File: config.mk
export PLATFORM = sky130hd
export DESIGN_NAME = multi_phase_traffic_controller
export DESIGN_NICKNAME = d
export VERILOG_FILES = /design/src/rtl/traffic_pkg.sv /design/src/rtl/tick_timer.sv /design/src/rtl/multi_phase_traffic_controller.sv
export SDC_FILE = /design/constraint.sdc
export NUM_CORES = 1
export LEC_CHECK = 0
export ABC_AREA = 1
export BUFFER_PORTS_ARGS = -buffer_cell sky130_fd_sc_hd__buf_2
export CAP_MARGIN = 25
export CORE_UTILIZATION = 53
export DETAILED_ROUTE_END_ITERATION = 12
export PLACE_DENSITY = 0.78
export SETUP_SLACK_MARGIN = 0.4
export SYNTH_ARGS = -nofsm -noshare
export SYNTH_HDL_FRONTEND = slang
export SYNTH_SLANG_ARGS = --single-unit
File: constraint.sdc
create_clock -name clk -period 5.31 [get_ports clk]
set_input_delay 0 -clock clk [delete_from_list [all_inputs] [get_ports clk]]
set_output_delay 0 -clock clk [all_outputs]
set_load 0.02 [all_outputs]
File: src/rtl/traffic_pkg.sv
`default_nettype none
// +-----------------------------------------------------------------------------
// | Module      : traffic_pkg
// | Description : Shared lamp/state encodings and default timing for the
// |               multi-phase traffic controller.
// | Revision    : 1.0 - initial release
// +-----------------------------------------------------------------------------
package traffic_pkg;

  typedef enum logic [1:0] {
    PS_CLEAR  = 2'd0,
    PS_GREEN  = 2'd1,
    PS_YELLOW = 2'd2
  } phase_state_e;

  localparam logic [2:0] c_lamp_red    = 3'b100;
  localparam logic [2:0] c_lamp_yellow = 3'b010;
  localparam logic [2:0] c_lamp_green  = 3'b001;

  localparam int c_def_tick_div  = 50_000_000;
  localparam int c_def_green_min = 10;
  localparam int c_def_green_max = 30;
  localparam int c_def_yellow_t  = 3;
  localparam int c_def_clear_t   = 1;

  function automatic int max3(input int a, input int b, input int c);
    int m;
    m = (a > b) ? a : b;
    return (m > c) ? m : c;
  endfunction

endpackage
`default_nettype wire

File: src/rtl/tick_timer.sv
`default_nettype none
// +-----------------------------------------------------------------------------
// | Module      : tick_timer
// | Description : Tick prescaler plus saturating dwell counter, both cleared
// |               on restart (state entry).
// | Revision    : 1.0 - initial release
// +-----------------------------------------------------------------------------
module tick_timer #(
  parameter int TICK_DIV = 4,
  parameter int DWELL_W  = 4
) (
  input  logic               clk,
  input  logic               rst_n,
  input  logic               restart,
  output logic               tick,
  output logic [DWELL_W-1:0] dwell
);

  localparam int c_pw = (TICK_DIV > 1) ? $clog2(TICK_DIV) : 1;
  localparam logic [c_pw-1:0] c_last = c_pw'(TICK_DIV - 1);

  logic [c_pw-1:0]    r_presc;
  logic [DWELL_W-1:0] r_dwell;
  logic               w_tick;

  assign w_tick = (r_presc == c_last);

  // Dwell saturates so an indefinite rest green never wraps back below GREEN_MIN.
  always_ff @(posedge clk or negedge rst_n) begin
    if (!rst_n) begin
      r_presc <= '0;
      r_dwell <= '0;
    end else if (restart) begin
      r_presc <= '0;
      r_dwell <= '0;
    end else if (w_tick) begin
      r_presc <= '0;
      if (r_dwell != '1) r_dwell <= r_dwell + 1'b1;
    end else begin
      r_presc <= r_presc + 1'b1;
    end
  end

  assign tick  = w_tick;
  assign dwell = r_dwell;

endmodule
`default_nettype wire

File: src/rtl/multi_phase_traffic_controller.sv
`default_nettype none
// +-----------------------------------------------------------------------------
// | Module      : multi_phase_traffic_controller
// | Description : N-phase signal controller with rest-in-green highway phase,
// |               demand latching and round-robin phase service.
// | Revision    : 1.0 - initial release
// +-----------------------------------------------------------------------------
module multi_phase_traffic_controller
  import traffic_pkg::*;
#(
  parameter int N_PHASES   = 2,
  parameter int TICK_DIV   = c_def_tick_div,
  parameter int GREEN_MIN  = c_def_green_min,
  parameter int GREEN_MAX  = c_def_green_max,
  parameter int YELLOW_T   = c_def_yellow_t,
  parameter int CLEAR_T    = c_def_clear_t,
  parameter int REST_PHASE = 0
) (
  input  logic                        clk,
  input  logic                        rst_n,
  input  logic [N_PHASES-1:0]         sensor,
  output logic [3*N_PHASES-1:0]       lights,
  output logic [$clog2(N_PHASES)-1:0] active_phase,
  output logic [1:0]                  phase_state,
  output logic [N_PHASES-1:0]         demand
);

  localparam int c_aw = $clog2(N_PHASES);
  localparam int c_dw = $clog2(max3(GREEN_MAX, YELLOW_T, CLEAR_T) + 2);
  localparam int c_cw = c_dw + 1;
  localparam logic [c_aw-1:0] c_rest  = c_aw'(REST_PHASE);
  localparam logic [c_cw-1:0] c_gmin  = c_cw'(GREEN_MIN);
  localparam logic [c_cw-1:0] c_gmax  = c_cw'(GREEN_MAX);
  localparam logic [c_cw-1:0] c_yel   = c_cw'(YELLOW_T);
  localparam logic [c_cw-1:0] c_clr   = c_cw'(CLEAR_T);

  phase_state_e          r_state, w_state_nxt;
  logic [c_aw-1:0]       r_active, w_active_nxt;
  logic [N_PHASES-1:0]   r_demand, w_demand_nxt;
  logic [N_PHASES-1:0]   w_own_mask, w_green_mask, w_enter;
  logic [3*N_PHASES-1:0] r_lights, w_lights_nxt;
  logic                  w_tick, w_restart, w_own_sensor, w_other_demand;
  logic [c_dw-1:0]       w_dwell;
  logic [c_cw-1:0]       w_done;

  tick_timer #(
    .TICK_DIV (TICK_DIV),
    .DWELL_W  (c_dw)
  ) u_tick_timer (
    .clk     (clk),
    .rst_n   (rst_n),
    .restart (w_restart),
    .tick    (w_tick),
    .dwell   (w_dwell)
  );

  // Ticks completed once the current (terminal) tick is counted.
  assign w_done = {1'b0, w_dwell} + 1'b1;

  function automatic logic [c_aw-1:0] pick_next(input logic [c_aw-1:0] cur,
                                                input logic [N_PHASES-1:0] dem);
    logic [c_aw-1:0] sel;
    logic [c_aw-1:0] idx_v;
    logic            found;
    int              idx;
    sel   = c_rest;
    found = 1'b0;
    for (int k = 1; k <= N_PHASES; k++) begin
      idx = int'(cur) + k;
      if (idx >= N_PHASES) idx = idx - N_PHASES;
      idx_v = c_aw'(idx);
      if (!found && dem[idx_v]) begin
        sel   = idx_v;
        found = 1'b1;
      end
    end
    return sel;
  endfunction

  for (genvar gi = 0; gi < N_PHASES; gi++) begin : g_phase
    assign w_own_mask[gi]   = (r_active == c_aw'(gi));
    assign w_green_mask[gi] = w_own_mask[gi] && (r_state == PS_GREEN);
    assign w_enter[gi]      = (r_state != PS_GREEN) && (w_state_nxt == PS_GREEN) &&
                              (w_active_nxt == c_aw'(gi));
    assign w_lights_nxt[3*gi +: 3] =
        (w_active_nxt != c_aw'(gi)) ? c_lamp_red    :
        (w_state_nxt == PS_GREEN)   ? c_lamp_green  :
        (w_state_nxt == PS_YELLOW)  ? c_lamp_yellow : c_lamp_red;
  end

  assign w_own_sensor   = |(sensor & w_own_mask);
  assign w_other_demand = |(r_demand & ~w_own_mask);
  // Clear beats set when a phase enters green on the same edge.
  assign w_demand_nxt   = (r_demand | (sensor & ~w_green_mask)) & ~w_enter;
  assign w_restart      = (w_state_nxt != r_state);

  always_comb begin
    w_state_nxt  = r_state;
    w_active_nxt = r_active;
    if (w_tick) begin
      unique case (r_state)
        PS_CLEAR: begin
          if (w_done >= c_clr) begin
            w_state_nxt  = PS_GREEN;
            w_active_nxt = pick_next(r_active, r_demand);
          end
        end
        PS_GREEN: begin
          // The rest phase only yields when some other approach is waiting.
          if ((w_done >= c_gmin) && (!w_own_sensor || (w_done >= c_gmax)) &&
              ((r_active != c_rest) || w_other_demand))
            w_state_nxt = PS_YELLOW;
        end
        PS_YELLOW: begin
          if (w_done >= c_yel) w_state_nxt = PS_CLEAR;
        end
        default: w_state_nxt = PS_CLEAR;
      endcase
    end
  end

  always_ff @(posedge clk or negedge rst_n) begin
    if (!rst_n) begin
      r_state  <= PS_CLEAR;
      r_active <= c_rest;
      r_demand <= '0;
      r_lights <= {N_PHASES{c_lamp_red}};
    end else begin
      r_state  <= w_state_nxt;
      r_active <= w_active_nxt;
      r_demand <= w_demand_nxt;
      r_lights <= w_lights_nxt;
    end
  end

  assign lights       = r_lights;
  assign active_phase = r_active;
  assign phase_state  = r_state;
  assign demand       = r_demand;

endmodule
`default_nettype wire

==> results of run 1 <==
[flip-flops by register name, indices dropped and copies added (netlist names)]
| signal | cells |
|---|---|
| active_phase | 1 |
| lights | 6 |
| u_tick_timer.dwell | 5 |
| phase_state | 2 |
| demand | 2 |
| u_tick_timer.r_presc | 26 |
[area by class of cell]
type | count | area, um2 | area share
multi-input combinational | 230 | 1260 | 0.447
sequential | 42 | 1050 | 0.373
inverter | 57 | 214 | 0.0758
timing repair buffer | 16 | 90.1 | 0.0319
clock buffer | 5 | 68.8 | 0.0244
clock inverter | 3 | 68.8 | 0.0244
tap | 52 | 65.1 | 0.0231
[per-layer routing]
layer | track usage | wire [um] | vias to the layer above
met3 | 0.0492 | 257 | 10
met5 | 0 | 0 | -
li1 | - | - | 1080
met4 | 0.0778 | 101 | 0
met2 | 0.356 | 2210 | 45
met1 | 0.319 | 2480 | 957
[worst max-delay path: cells and delay by family, from the launching register on]
kind	cells	cell delay [ns]
adder cells (fa/ha/maj)	2	0.50
AO/OA/AOI/OAI	1	0.32
buffers and inverters	4	0.68
flip-flops	1	0.41
AND/OR/NAND/NOR	5	0.46
[stage by stage]
stage | power [uW] | hold slack (ns) | cell area (um2) | setup slack, ns | cells
after floorplan | 326 | -0.296 | 2540 | 3.16 | 331
after global placement | 334 | 0.169 | 2660 | 2.94 | 395
after detailed placement | 334 | 0.183 | 2660 | 2.86 | 395
after CTS | 635 | 0.0704 | 2820 | 2.85 | 405
after global routing | 647 | 0.112 | 2820 | 2.67 | 405
final | 629 | 0.0774 | 2820 | 2.89 | 405
[cell usage after synthesis, drive strengths merged (2+ instances only)]
master,count
xnor2,5
nor4,4
dfrtp,40
nor3b,2
nand3,17
nand4,12
o21ai,10
buf,2
xor2,15
nor3,21
nor2,57
a21oi,3
inv,56
ha,7
dfstp,2
nand2,74
[cell families after synthesis]
group | count (synthesis) | synth area share
fa+ha+maj | 7 | 0.0345
xor+xnor | 20 | 0.0690
buf+inv | 59 | 0.0882
compound gates | 14 | 0.0315
simple gates | 189 | 0.362
flops | 42 | 0.415
[power by group through the flow]
stage                     clock (uW)  combinational (uW)  sequential (uW)
final                            301                8.44              320
after global routing             317                10.4              320
after CTS                        306                9.17              320
after detailed placement           0                8.07              326
after global placement             0                7.78              326
after floorplan                    0               0.479              326
[path summary, 6_finish.rpt]
| check | end | from | slack (ns) |
|---|---|---|---|
| min reg2reg | u_tick_timer.r_presc[0] | u_tick_timer.r_presc[0] | 0.49 |
| max reg2reg | lights[5] | u_tick_timer.r_presc[0] | 2.89 |
| min | demand[0] | sensor[0] | 0.08 |
| max | lights[5] | u_tick_timer.r_presc[0] | 2.89 |
| max in group asynchronous | u_tick_timer.r_presc[20] | rst_n | 4.40 |
| min in group asynchronous | lights[3] | rst_n | 0.37 |
==> results.md, run 1 <==
- Largest net degree at the start of global routing: between 40 and 50
- VDD IR max: a little under 0.2 mV
- Detailed-route DRC error count: 0
- Full die area: ~0.0051 mm2
- Async SR Flop Fraction: 1.00
- Latest clock arrival within the worst-skew pair: roughly 0.29 ns
- Post-CTS resize count: 0
- Part of the power in registers: 0.508
- Post-synthesis sequential area ratio: 0.415
- Worst Path Required: approximately 5.5 ns
- Final Core Density: 0.631
- PwrDens: about 220 mW/mm2
- Synth Flop Type: dfrtp_1
- First-pass GRT wire length: ~9 mm
- Achievable frequency: roughly 410 MHz
- Initial antenna violation count: 0
- Cell accounting for the most synthesized area: dfrtp_1
- Gpl congestion: 0.910
- Startpoint types: flop
- Drt via density: about 5.2
- HPWL Detailed: approximately 3.9 mm
- Min Tclk post-route: between 2 and 2.5 ns
- WHS Path Cells: 5
- Worst Path Class, Setup: reg -> reg
- Count of cell types in the netlist: 30
- Final hold viol count: 0
- # IOs: 15
- Slew Limit Fails: 0
- Final wirelength: approximately 5 mm
- Root Buffer: clkbuf_8
- Share of cells above drive strength 1: 0.136
- Setup TNS: 0 ns
- Yosys warns: 0
- Crit Path Max Fanout: 17
- CP max stage delay: between 0.4 and 0.5 ns
- All-Layer GR Usage: 0.229
- Tcrit/Tclk final: 0.457
- Outcome: finished clean
- Total grt overflow: 0
- Core area: 0.00447 mm2
- Gate power share: 0.013
- Row cnt: 24
- Vias: ~2100
- Syn nets: approximately 340
- Syn Area/Cell: about 7.7 um2
- CTS tree: built
- Net Sw Frac: 0.189
- Critical path's slowest cell: clkinv_1
- CP Cell Sequence: ha_1, nand2_2, nor2_4, nand3b_2, inv_1, nand2_4, clkinv_1, o21ai_2, inv_1, ha_1, inv_1, nand2_1
- Area contributors post-synth: dfrtp_1, nand2_1, inv_1
- Nets: ~360
- Final setup fails: 0
- Area delta synth->final: 11.1%
- Worst Max-Slew Pin Slew: roughly 0.88 ns
- Top-area cell type share of the netlist area: 0.394
- Unrepaired setup endpoints after global routing: no
- Max-cap violations: 0
- FF+latch count, synth: 42
- Post-CTS Hold Buffers: 2
- Commonest cells after routing, fill and taps aside: nand2_1, inv_1, nor2_1, dfrtp_1, nor3_1
- Vias in the first global route: around 2100
- Die extent in y: about 71 um
- Port Buffer Count: 14
- Clock network fraction of design power: 0.478
- Post-synth EDFFs: 0
- CTS buffer count: 5
- # Post-CTS Setup Buffers: 0
- CTS sink count: 42
- Iteration-0 DRC Markers: 96
- Initial Utilization: 0.567
- Crit path DAT: ~2.7 ns
- CTS Buffer Depth: 2
- CTS HTree Levels: 2
- Mapped Area: roughly 0.0025 mm2
- DR WL/cell: 12.4 um
- Post-synthesis cell count: 331
- DRT Pass-1 Iters: 4
- Die span in x: a little over 70 um
- Crit path top cell by count: inv_1
- Reg clk slew, reported paths: about 0.08 ns
- Psw: roughly 120 uW
- Fill cells: between 300 and 400
- Critical Path Sink Type: flop
- Pleak: approximately 0.0016 uW
- Rel. slew slack: 0.414
- Clk_skew: about 0.0074 ns
- Post-route antenna net violation count: 0
- Int Power: 510 uW
- Ant diodes: 0
- Most common library cell in the layout ignoring fill and taps: nand2_1
- R2R cell count: 12
- Hold Path Class: in -> reg
Note: power is estimated with default switching activity, not from simulation.
==> inputs of run 2 (changes only) <==
--- a/config.mk
+++ b/config.mk
@@ -10,7 +10,7 @@
 export CAP_MARGIN = 25
 export CORE_UTILIZATION = 53
 export DETAILED_ROUTE_END_ITERATION = 12
-export PLACE_DENSITY = 0.78
+export PLACE_DENSITY = 0.81
 export SETUP_SLACK_MARGIN = 0.4
 export SYNTH_ARGS = -nofsm -noshare
 export SYNTH_HDL_FRONTEND = slang
==> constraint.sdc (replaced) <==
create_clock -name clk -period 2.12 [get_ports clk]
set_input_delay 0 -clock clk [delete_from_list [all_inputs] [get_ports clk]]
set_output_delay 0 -clock clk [all_outputs]
set_load 0.02 [all_outputs]
==> results.md, run 2 (synthesis gave the netlist of run 1 again) <==
- Most common library cell in the layout ignoring fill and taps: nand2_1
- Max FFs per register: 26 (unchanged)
- Gpl congestion: 0.918 (+0.89%)
- Initial antenna violation count: 0 (unchanged)
- Fill cells: 280 (-24%)
- All-Layer GR Usage: 0.274 (+0.0457)
- Latest clock arrival within the worst-skew pair: 0.30 ns (about the same)
- CTS sink count: 42 (unchanged)
- Iteration-0 DRC Markers: 211 (+120%)
- Detailed-route DRC error count: 0 (unchanged)
- Critical Path Sink Type: flop
- Unrepaired setup endpoints after global routing: yes
- CTS tree: built
- # IOs: 15 (unchanged)
- Port Buffer Count: 14 (unchanged)
- Area of the multi-input gates: 0.00154 mm2 (+22%)
- Part of the power in registers: 0.545 (+0.037)
- Psw: 314 uW (+160%)
- Setup ws final: -0.0199 ns (-2.91 ns)
- Share of cells above drive strength 1: 0.313 (+0.177)
- Outcome: complete, but fails checks
- Dpl ws: 0.0131 ns (-2.85 ns)
- Hold_ws: 0.0507 ns (-0.0267 ns)
- Full die area: 0.00507 mm2 (unchanged)
- DRT met1 WL: 2.80 mm (+13%)
- Die extent in y: 71.2 um (unchanged)
- Int Power: 1160 uW (+130%)
- Total grt overflow: 0 (unchanged)
- Reg clk slew, reported paths: 0.09 ns (about the same)
- DR WL/cell: 15.4 um (+23%)
- CTS HTree Levels: 2 (unchanged)
- Core area: 0.00447 mm2 (unchanged)
- Root Buffer: clkbuf_8
- Max-cap violations: 0 (unchanged)
- R2R Setup Slk: -0.02 ns (-2.91 ns)
- Seq. cell area: 0.00105 mm2 (unchanged)
- Pleak: 0.00174 uW (+11%)
- Top sig layer: met4
- Row cnt: 24 (unchanged)
- Final hold viol count: 0 (unchanged)
- Drt via density: 5.59 (+8.3%)
- Net Sw Frac: 0.214 (+0.0248)
- Crit path DAT: 2.33 ns (-0.32 ns)
- CTS Buffer Depth: 2 (unchanged)
- Post-route antenna net violation count: 0 (unchanged)
- Rel. slew slack: 0.399 (-0.0150)
- Vias in the first global route: 2339 (+12%)
- Worst Path Required: 2.31 ns (-3.23 ns)
- Final setup fails: 5 (+5)
- Failing checks: negative setup slack
- Final std cells w/o fill: 432 (+6.7%)
- Hold Path Class: in -> reg
- Achievable frequency: 467 MHz (+13%)
- Top reg by flops: u_tick_timer.r_presc
- CTS buffer count: 5 (unchanged)
- Initial Utilization: 0.567 (unchanged)
- PwrDens: 446 mW/mm2 (+100%)
- Ant diodes: 0 (unchanged)
- Final wirelength: 6.63 mm (+32%)
- Die span in x: 71.2 um (unchanged)
- WL met3: 396 um (+54%)
- Final Core Density: 0.737 (+0.106)
- Worst Max-Slew Pin Slew: 0.901 ns (+0.0225 ns)
- VDD IR max: 0.351 mV (+77%)
- Largest net degree at the start of global routing: 43 (unchanged)
- Startpoint types: flop
- First-pass GRT wire length: 10.7 mm (+16%)
- Tcrit/Tclk final: 1.01 (+0.553)
- Slew Limit Fails: 0 (unchanged)
- Nets: 390 (+7.4%)
- Gate power share: 0.015 (+0.002)
- Clk_skew: 0.00965 ns (+0.00224 ns)
- Worst Path Class, Setup: reg -> reg
- DRT Pass-1 Iters: 5 (+1)
- Commonest cells after routing, fill and taps aside: nand2_1, inv_1, nor2_1, dfrtp_1, buf_4
- Metal2 WL: 3.24 mm (+47%)
- Clock network fraction of design power: 0.441 (-0.037)
- Crit Path Max Fanout: 5 (-12)
- Area delta synth->final: 29.8%
- Min Tclk post-route: 2.14 ns (-0.285 ns)
- HPWL Detailed: 4.01 mm (+3.3%)
- Vias: 2417 (+16%)
- Cells after DPL: 402 (+1.8%)
-- run 2: power by group through the flow --
stage | logic, uW | clock network [uW] | registers (uW)
global route | 26.2 | 687 | 801
finish | 21.8 | 648 | 800
global placement | 19.8 | 0 | 816
floorplan | 1.20 | 0 | 817
detailed placement | 19.8 | 0 | 816
CTS | 22.4 | 650 | 800
-- run 2: path summary, 6_finish.rpt --
path	startpoint	to	cells past startpoint
worst max-delay path	u_tick_timer.r_presc[12]	u_tick_timer.dwell[2]	11
worst min-delay path	sensor[0]	demand[0]	5
worst max register to register	u_tick_timer.r_presc[12]	u_tick_timer.dwell[2]	11
worst min register to register	u_tick_timer.r_presc[18]	u_tick_timer.r_presc[18]	1
max in group asynchronous	rst_n	u_tick_timer.r_presc[3]	2
min in group asynchronous	rst_n	u_tick_timer.r_presc[18]	2
-- run 2: worst max-delay path: stages (launching register included) --
cell and delay, ns:
dfrtp_1 0.54, nand2_4 0.12, nor2_4 0.17, nand3_2 0.11, nor2_4 0.17, nand2_4 0.12
a21oi_2 0.18, buf_4 0.15, buf_4 0.11, nand3_1 0.14, nand2_4 0.17, nor3_1 0.06
-- run 2: what timing repair did --
item                                    4_1_cts  5_1_grt
resized for setup                            32       32
setup buffers                                15        5
hold endpoints to repair                     41        0
endpoints found under the setup margin       32       37
hold buffers                                  2        0
pin swaps                                    24       17
-- run 2: per-layer routing --
metal / vias to the layer above / global-route usage
li1: 1137 / -
met1: 1158 / 0.371
met2: 99 / 0.442
met3: 23 / 0.0520
met4: 0 / 0.102
met5: - / 0
-- run 2: final cells by class --
type | count | area share
Multi-Input combinational cell | 230 | 0.467
Sequential cell | 42 | 0.320
Timing Repair Buffer | 43 | 0.0945
Inverter | 57 | 0.0649
Clock buffer | 5 | 0.0209
Tap cell | 52 | 0.0197
Clock inverter | 3 | 0.0137
-- run 2: metrics by stage --
| step | power, uW | area (um2) | setup TNS (ns) |
|---|---|---|---|
| 2_1_floorplan | 818 | 2570 | 0 |
| 3_3_place_gp | 836 | 2750 | 0 |
| 3_5_place_dp | 836 | 2750 | 0 |
| 4_1_cts | 1470 | 3110 | 0 |
| 5_1_grt | 1510 | 3300 | -0.495 |
| 6_report | 1470 | 3300 | -0.0600 |
==> inputs of run 3 (changes only) <==
--- a/config.mk
+++ b/config.mk
@@ -9,8 +9,9 @@
 export BUFFER_PORTS_ARGS = -buffer_cell sky130_fd_sc_hd__buf_2
 export CAP_MARGIN = 25
 export CORE_UTILIZATION = 53
+export CTS_BUF_LIST = sky130_fd_sc_hd__clkbuf_2 sky130_fd_sc_hd__clkbuf_4 sky130_fd_sc_hd__clkbuf_8
 export DETAILED_ROUTE_END_ITERATION = 12
-export PLACE_DENSITY = 0.81
+export PLACE_DENSITY_LB_ADDON = 0.1
 export SETUP_SLACK_MARGIN = 0.4
 export SYNTH_ARGS = -nofsm -noshare
 export SYNTH_HDL_FRONTEND = slang
==> results.md, run 3 (synthesis gave the netlist of run 1 again) <==
- Met1 usage in global routing: 0.354 (-0.0168)
- Worst Max-Slew Pin Slew: 0.324 ns (-0.578 ns)
- RR Startpoint: u_tick_timer.dwell[1]
- Gpl congestion: 0.880 (-4.2%)
- Crit path DAT: 2.22 ns (-0.11 ns)
- Int Power: 1210 uW (+4.3%)
- Rel. slew slack: 0.784 (+0.385)
- Nets: 388 (-0.51%)
- Net Sw Frac: 0.190 (-0.0236)
- Slew Limit Fails: 0 (unchanged)
- Achievable frequency: 500 MHz (+6.9%)
- Root Buffer: clkbuf_8
- Startpoint types: flop
- Max-cap violations: 0 (unchanged)
- Full die area: 0.00507 mm2 (unchanged)
- CTS buffer count: 5 (unchanged)
- VDD IR max: 0.377 mV (+7.3%)
- Psw: 283 uW (-10%)
- # IOs: 15 (unchanged)
- CTS Buffer Depth: 2 (unchanged)
- Setup ws final: 0.119 ns (+0.139 ns)
- Die span in x: 71.2 um (unchanged)
- Met3 usage: 0.0534 (+0.00141)
- Vias in the first global route: 2204 (-5.8%)
- Crit Path Max Fanout: 3 (-2)
- Max FFs per register: 26 (unchanged)
- CTS sink count: 42 (unchanged)
- DRT Pass-1 Iters: 4 (-1)
- Pleak: 0.00172 uW (-1.1%)
- Port Buffer Count: 14 (unchanged)
- Dpl ws: 0.0485 ns (+0.0354 ns)
- Routing usage on met2: 0.388 (-0.0540)
- R2R Setup Slk: 0.12 ns (+0.14 ns)
- Largest net degree at the start of global routing: 43 (unchanged)
- Clock network fraction of design power: 0.445 (+0.004)
- Most common library cell in the layout ignoring fill and taps: nand2_1
- DR WL/cell: 14.2 um (-7.5%)
- PwrDens: 449 mW/mm2 (+0.58%)
- Fill cells: 348 (+24%)
- Hold_ws: 0.0206 ns (-0.0301 ns)
- CTS tree: built
- Gate power share: 0.017 (+0.002)
- R2R cell count: 14 (+3)
- Clk_skew: 0.0107 ns (+0.00107 ns)
- Worst Path Class, Setup: reg -> reg
- Outcome: finished clean
- Unrepaired setup endpoints after global routing: yes
- Ant diodes: 0 (unchanged)
- Drt via density: 5.32 (-4.9%)
- Worst Path Required: 2.34 ns (+0.03 ns)
- Share of cells above drive strength 1: 0.336 (+0.0228)
- Detailed-route DRC error count: 0 (unchanged)
- Final setup fails: 0 (-5)
- Part of the power in registers: 0.538 (-0.007)
- Core area: 0.00447 mm2 (unchanged)
- Row cnt: 24 (unchanged)
- Latest clock arrival within the worst-skew pair: 0.29 ns (about the same)
- Min Tclk post-route: 2.00 ns (-0.139 ns)
- Post-route antenna net violation count: 0 (unchanged)
- Tcrit/Tclk final: 0.944 (-0.0656)
- CTS HTree Levels: 2 (unchanged)
- Total grt overflow: 0 (unchanged)
- Iteration-0 DRC Markers: 198 (-6.2%)
- Initial antenna violation count: 0 (unchanged)
- R2r endpoint: lights[5]
- Vias: 2289 (-5.3%)
- HPWL Detailed: 4.13 mm (+2.9%)
- First-pass GRT wire length: 9.96 mm (-6.7%)
- Critical Path Sink Type: flop
- Die extent in y: 71.2 um (unchanged)
- Reg clk slew, reported paths: 0.08 ns (about the same)
- Hold Path Class: in -> async
- Area delta synth->final: 30.7%
- All-Layer GR Usage: 0.251 (-0.0230)
- Commonest cells after routing, fill and taps aside: nand2_1, inv_1, nor2_1, dfrtp_1, buf_4
- Final hold viol count: 0 (unchanged)
- Initial Utilization: 0.567 (unchanged)
- Worst Setup SP: u_tick_timer.dwell[1]
- Top reg by flops: u_tick_timer.r_presc
- Final wirelength: 6.11 mm (-7.9%)
- End of the critical path: lights[5]
- GRT busiest layer: met2
## run 3: cell types whose count changed in the layout (fill, tap and decap cells not counted), sizes merged
cell	previous run	this run
clkinv	1	0
dlygate4sd3	2	1
clkinvlp	2	1
clkbuf	5	7
buf	41	40
## run 3: final cells by class
cell class / count / area, um2 / share of cell area
inverter: 57 / 218 / 0.0656
multi-input combinational: 230 / 1550 / 0.466
tap: 52 / 65.1 / 0.0196
sequential: 42 / 1050 / 0.318
clock buffer: 7 / 90.1 / 0.0272
clock inverter: 1 / 30.0 / 0.00905
timing repair buffer: 41 / 314 / 0.0947
## run 3: repair_timing
action / CTS / global route
pin swaps: 18 / 19
resized for setup: 20 / 51
hold endpoints to repair: 40 / 0
buffers inserted: 10 / 6
hold buffers: 1 / 0
endpoints found under the setup margin: 19 / 36
## run 3: power by group through the flow
stage | Clock, uW | Combinational, uW | Sequential (uW)
after floorplan | 0 | 1.20 | 817
after global placement | 0 | 20.0 | 816
after detailed placement | 0 | 20.1 | 816
after CTS | 674 | 21.6 | 801
after global routing | 701 | 29.5 | 800
final | 662 | 25.1 | 801
## run 3: stage by stage
| step | instance area, um2 | instances | utilization | total power [uW] | setup TNS (ns) |
|---|---|---|---|---|---|
| 2_1_floorplan | 2570 | 331 | - | 818 | 0 |
| 5_1_grt | 3320 | 430 | 0.741 | 1530 | -0.0348 |
| 3_3_place_gp | 2760 | 404 | 0.617 | 836 | 0 |
| 4_1_cts | 3040 | 423 | 0.680 | 1500 | 0 |
| 6_report | 3320 | 430 | 0.741 | 1490 | 0 |
| 3_5_place_dp | 2760 | 404 | 0.617 | 836 | 0 |
## run 3: worst max-delay path, cell delays in order (launching register included)
cell and delay, ns:
dfrtp_1 0.39, ha_2 0.19, nand2_2 0.10, nor2_4 0.04
ha_4 0.24, inv_1 0.07, nand2_2 0.09, nor3_4 0.22
nor2_4 0.06, inv_2 0.07, nand3_4 0.08, inv_2 0.08
ha_4 0.20, inv_2 0.05, nand2_1 0.05
## run 3: worst min path at each step
| stage | endpoint | start | cells past startpoint |
|---|---|---|---|
| finish | u_tick_timer.r_presc[9] | rst_n | 2 |
| global route | u_tick_timer.r_presc[9] | rst_n | 2 |
| CTS | demand[1] | sensor[1] | 3 |
| detailed placement | u_tick_timer.r_presc[9] | rst_n | 1 |
| global placement | u_tick_timer.r_presc[8] | rst_n | 1 |
| floorplan | active_phase | rst_n | 0 |
## run 3: metal layers
| layer | vias up | routed length [um] | share of wire |
|---|---|---|---|
| li1 | 1129 | - | - |
| met1 | 1085 | 2800 | 0.46 |
| met2 | 61 | 2890 | 0.47 |
| met3 | 14 | 310 | 0.051 |
| met4 | 0 | 108 | 0.018 |
| met5 | - | 0 | 0 |
